File: src/rtl/spi_slave.sv
// SPI slave, one bit per clk: a select bit then a 10-bit command word forwarded to RAM;
// a read-data command returns one RAM byte on MISO.
module spi_slave #(
  parameter int TX_WAIT_MAX = 4
) (
  input  logic       clk,
  input  logic       rst,
  input  logic       SS_n,
  input  logic       MOSI,
  output logic       MISO,
  output logic [9:0] rx_data,
  output logic       rx_valid,
  input  logic [7:0] tx_data,
  input  logic       tx_valid,
  output logic [2:0] state_dbg,
  output logic       rd_flag_dbg
);

  typedef enum logic [2:0] {
    IDLE      = 3'd0,
    CHK_CMD   = 3'd1,
    WRITE     = 3'd2,
    READ_ADD  = 3'd3,
    READ_DATA = 3'd4
  } state_t;

  // Progress within a WRITE/READ_ADD/READ_DATA frame.
  typedef enum logic [1:0] {
    PH_SHIFT = 2'd0,
    PH_WAIT  = 2'd1,
    PH_SEND  = 2'd2,
    PH_HOLD  = 2'd3
  } phase_t;

  localparam int WCW = (TX_WAIT_MAX > 1) ? $clog2(TX_WAIT_MAX) : 1;

  state_t         state;
  phase_t         phase;
  logic [3:0]     bit_cnt;
  logic [WCW-1:0] wait_cnt;
  logic [3:0]     send_cnt;
  logic [8:0]     shreg;
  logic [7:0]     tx_byte;
  logic           rd_flag;

  assign state_dbg   = state;
  assign rd_flag_dbg = rd_flag;

  // rx_valid and tx_valid are single-cycle strobes with no back-pressure: rx_valid
  // qualifies rx_data for exactly one cycle, and tx_valid is honoured only during
  // the TX_WAIT_MAX-cycle wait window that opens with the READ_DATA rx_valid.
  always_ff @(posedge clk) begin
    if (rst) begin
      state    <= IDLE;
      phase    <= PH_SHIFT;
      bit_cnt  <= '0;
      wait_cnt <= '0;
      send_cnt <= '0;
      shreg    <= '0;
      tx_byte  <= '0;
      rd_flag  <= 1'b0;
      rx_data  <= '0;
      rx_valid <= 1'b0;
      MISO     <= 1'b0;
    end else begin
      rx_valid <= 1'b0;
      case (state)
        IDLE: begin
          MISO <= 1'b0;
          if (!SS_n) state <= CHK_CMD;
        end
        CHK_CMD: begin
          bit_cnt <= '0;
          phase   <= PH_SHIFT;
          if (SS_n)         state <= IDLE;
          else if (!MOSI)   state <= WRITE;
          else if (rd_flag) state <= READ_DATA;
          else              state <= READ_ADD;
        end
        default: begin
          if (SS_n) begin
            state    <= IDLE;
            phase    <= PH_SHIFT;
            bit_cnt  <= '0;
            wait_cnt <= '0;
            send_cnt <= '0;
            MISO     <= 1'b0;
          end else begin
            case (phase)
              PH_SHIFT: begin
                shreg <= {shreg[7:0], MOSI};
                if (bit_cnt == 4'd9) begin
                  rx_data  <= {shreg, MOSI};
                  rx_valid <= 1'b1;
                  bit_cnt  <= '0;
                  wait_cnt <= '0;
                  if (state == READ_ADD) rd_flag <= 1'b1;
                  phase <= (state == READ_DATA) ? PH_WAIT : PH_HOLD;
                end else begin
                  bit_cnt <= bit_cnt + 4'd1;
                end
              end
              PH_WAIT: begin
                if (tx_valid) begin
                  tx_byte  <= tx_data;
                  MISO     <= tx_data[7];
                  send_cnt <= 4'd1;
                  phase    <= PH_SEND;
                end else if (wait_cnt == WCW'(TX_WAIT_MAX - 1)) begin
                  rd_flag <= 1'b0;
                  phase   <= PH_HOLD;
                end else begin
                  wait_cnt <= wait_cnt + 1'b1;
                end
              end
              PH_SEND: begin
                // tx_byte shifts left so bit 6 is always the next bit to drive.
                if (send_cnt == 4'd8) begin
                  MISO     <= 1'b0;
                  rd_flag  <= 1'b0;
                  send_cnt <= '0;
                  phase    <= PH_HOLD;
                end else begin
                  MISO     <= tx_byte[6];
                  tx_byte  <= {tx_byte[6:0], 1'b0};
                  send_cnt <= send_cnt + 4'd1;
                end
              end
              default: MISO <= 1'b0;
            endcase
          end
        end
      endcase
    end
  end

endmodule

File: config.mk
export PLATFORM = sky130hd
export DESIGN_NAME = spi_slave
export DESIGN_NICKNAME = d
export VERILOG_FILES = /design/src/rtl/spi_slave.sv
export SDC_FILE = /design/constraint.sdc
export NUM_CORES = 1
export LEC_CHECK = 0
export CAP_MARGIN = 20
export CORE_MARGIN = 2
export CORE_UTILIZATION = 30
export DETAILED_ROUTE_END_ITERATION = 7
export GPL_ROUTABILITY_DRIVEN = 0
export PLACE_DENSITY = 0.48
export SLEW_MARGIN = 40
export SYNTH_ARGS = -nofsm -noshare
export SYNTH_HDL_FRONTEND = slang
export SYNTH_SLANG_ARGS = --single-unit
export TNS_END_PERCENT = 50
File: constraint.sdc
create_clock -name clk -period 2 [get_ports clk]
set_clock_uncertainty 0.15 [all_clocks]
set_input_delay 0.2 -clock clk [delete_from_list [all_inputs] [get_ports clk]]
set_output_delay 0.2 -clock clk [all_outputs]
set_load 0.02 [all_outputs]
==> flow_summary.rst <==
.. list-table::
   :header-rows: 1

   * - Metric
     - Value
   * - Area of placed instances
     - 0.002649 mm2
   * - CTS hold repair buffers
     - 0
   * - Worst Hold Path Cells
     - 2
   * - Count of flip-flops with a built-in enable after synthesis
     - 0
   * - Levels on crit path
     - 1
   * - Starting DRT DRC Count
     - 81
   * - Count of cell types in the netlist
     - 54
   * - Final cell area excluding filler cells
     - 0.002785 mm2
   * - Cell total after placement
     - 369
   * - Post-synthesis cell area
     - 0.002210 mm2
   * - Number of synthesized register bits
     - 44
   * - Cell taking the most area after synthesis
     - dfxtp_1
   * - Die area
     - 0.008068 mm2
   * - Share of the clock period used by the worst path after layout
     - 96.23%
   * - Pins over their slew limit
     - 0
   * - Number of buffers on the longest clock path
     - 2
   * - Htree depth
     - 2
   * - N_diodes
     - 0
   * - Setup repair after global routing missed its margin
     - true
   * - Mean area per synthesized cell
     - 9.207 um2
   * - Wire length of the first global-routing pass
     - 9045 um
   * - Mapped Nets
     - 262
   * - Ordered list of cells on the worst path
     - clkdlybuf4s50_1
   * - Most frequent standard cell in the layout excluding fill and tap cells
     - dfxtp_1
   * - Pre-Repair DR Iteration Count
     - 4
   * - Sinks on Clock Net
     - 44
   * - Antenna violations before repair
     - 0
   * - CP startpoint kind
     - flip-flop
   * - Yosys warnings
     - 0
   * - Avg Vias per Cell
     - 4.847
   * - Total gr overflow
     - 0
   * - Core Footprint
     - 0.007176 mm2
   * - Critical path buffer and inverter count
     - 1
   * - Number of vias after detailed routing
     - 1832
   * - Share of Yosys cell area claimed by the top area cell type
     - 39.86%
   * - Height of the chip
     - 89.82 um
   * - Type of the worst setup path
     - flip-flop to output pin
   * - Cell type group with the largest total delay on the critical path
     - buffers and inverters
   * - Pre-CTS setup slack
     - 90.43 ps
   * - Number of violations of the max-capacitance limit
     - 0
   * - Clock insertion delay at the later pin of the skew report
     - 300 ps
   * - Pin count of the biggest net entering global routing
     - 16
   * - Global-route usage over all layers
     - 13.60%
   * - Max transition margin
     - 72.81%
   * - Biggest fanout along the worst timing path
     - 9
   * - IO buf count
     - 28
   * - Arrival time of data at the critical path endpoint
     - 1570 ps
   * - Post-route worst setup slack
     - 75.45 ps
   * - Clk slew on worst S/H paths
     - 100 ps
   * - Number of standard cells in the final layout excluding fillers
     - 378
   * - Status
     - completed
   * - Crit end category
     - output pin
   * - TNS Setup
     - 0 ps
   * - CP Data Required Time
     - 1650 ps
   * - Tightest Pin Transition
     - 407.3 ps
   * - Standard-cell rows
     - 31
   * - Setup-failing EPs final
     - 0
   * - LEAKAGE
     - 1.041 nW
   * - DP HPWL
     - 3730 um
   * - WL per Instance
     - 13.51 um
   * - Chip width
     - 89.82 um
   * - CTS root buf
     - clkbuf_8
   * - Hold Violations, Final
     - 0
   * - NumNets Final
     - 300
   * - Cell count after synthesis
     - 240
   * - Worst voltage drop across the vdd grid
     - 269.5 uV
   * - Total I/O pin count
     - 29
   * - Number of cells on the worst reg-to-reg path
     - 6
   * - FILL cells
     - 724
   * - Area Growth Syn to Fin
     - 26.05%
   * - Leading cell types in the layout, fill and taps excluded
     - dfxtp_1, clkdlybuf4s50_1, nor2_1
   * - DRC violations left
     - 0
   * - Initial standard-cell utilization of the core
     - 30.79%
   * - Most frequently used flop master after synthesis
     - dfxtp_1
   * - Wirelength, routed
     - 5108 um
   * - Number of buffers added by the clock tree synthesis step
     - 5
   * - Asr flop ratio synth
     - 0%
   * - Sequential share of the synthesized area
     - 39.86%
   * - Maximum achievable frequency
     - 0.5196 GHz
   * - Hold WC Path Type
     - flip-flop to flip-flop
   * - TritonCTS clock tree
     - done
   * - Vias in the first global route
     - 1781
   * - Dominant cells by area after synthesis
     - dfxtp_1, mux2i_1, ha_1
   * - Time the worst path needs with I/O delays and setup
     - 1925 ps
   * - Antenna Nets Post-Route
     - 0
   * - Ratio of cells with drive above 1 in the final layout
     - 15.05%
   * - Slowest cell on crit path
     - clkdlybuf4s50_1
   * - Maximum cell stage delay along the critical path
     - 690 ps
   * - Areal power density over the cells
     - 667.8 mW/mm2
==> synthesized netlist by cell type (all sizes together) (2+ instances only) <==
cell type and count:
nand3 13, mux2i 20, a21oi 24, a31oi 2, mux2 3, nand2b 3, nor2 25, nand2 17
a311oi 7, o21ai 6, dfxtp 44, nand4 3, buf 10, nor3 4, xnor2 2, nor2b 2
a211oi 2, ha 9, clkbuf 5, o211ai 3, inv 11, nor3b 2, a41oi 2, a32oi 2
==> routing by layer <==
metal	vias up	share of wire [%]	global-route usage, %
met3	4	3.0	2.934
met1	854	50	18.52
met4	0	1.2	4.231
li1	940	-	-
met5	-	0	0
met2	34	46	21.59
==> path summary, 6_finish.rpt <==
check	start	endpoint	slack, ps
setup / recovery	state_dbg[2]	state_dbg[2]	80
hold / removal	wait_cnt[1]	wait_cnt[1]	320
setup reg to reg	bit_cnt[1]	phase[0]	130
hold reg to reg	wait_cnt[1]	wait_cnt[1]	320
==> timing repair <==
action / 4_1_cts / 5_1_grt
setup endpoints to repair: 0 / 10
resized for setup: 0 / 2
buffers inserted: 0 / 1
==> power breakdown <==
part	total (W)	internal, W	switching [W]	leakage, nW
logic	0.000238	0.000106	0.000132	0.631
registers	0.000898	0.000886	0.0000119	0.356
clock network	0.000724	0.000377	0.000347	0.0548
==> cells by family (layout without fill, tap and decap cells) <==
logic type	count (synthesis)	after routing	share of synthesized area, %
compound gates	59	59	19.20
xor+xnor	3	3	1.189
fa+ha+maj	9	9	5.096
buf+inv	26	65	6.059
flops	44	44	39.86
mux	23	23	10.59
simple gates	76	76	18.01
==> registers in the layout, indices dropped and copies added, names as in the netlist <==
register	count
tx_byte	7
state_dbg	3
rx_data	10
wait_cnt	2
phase	2
rx_valid	1
rd_flag_dbg	1
shreg	9
bit_cnt	4
send_cnt	4
MISO	1
==> layout make-up <==
type,instances,area (um2),share of cell area [%]
Clock buffer,5,68.82,2.471
Timing Repair Buffer,46,427.9,15.36
Clock inverter,3,46.29,1.662
Inverter,11,41.29,1.482
Tap cell,99,123.9,4.447
Sequential cell,44,882.1,31.67
Multi-Input combinational cell,170,1195,42.90
==> per-stage QoR <==
stage	utilization, %	power, W	hold slack, ps
after floorplan	-	0.001068	193.9
after global placement	36.91	0.001158	300.3
after detailed placement	36.91	0.001155	303.1
after CTS	38.52	0.001894	320.6
after global routing	38.81	0.001952	336.8
final	38.81	0.001860	315.4
Note: power is estimated with default switching activity, not from simulation.
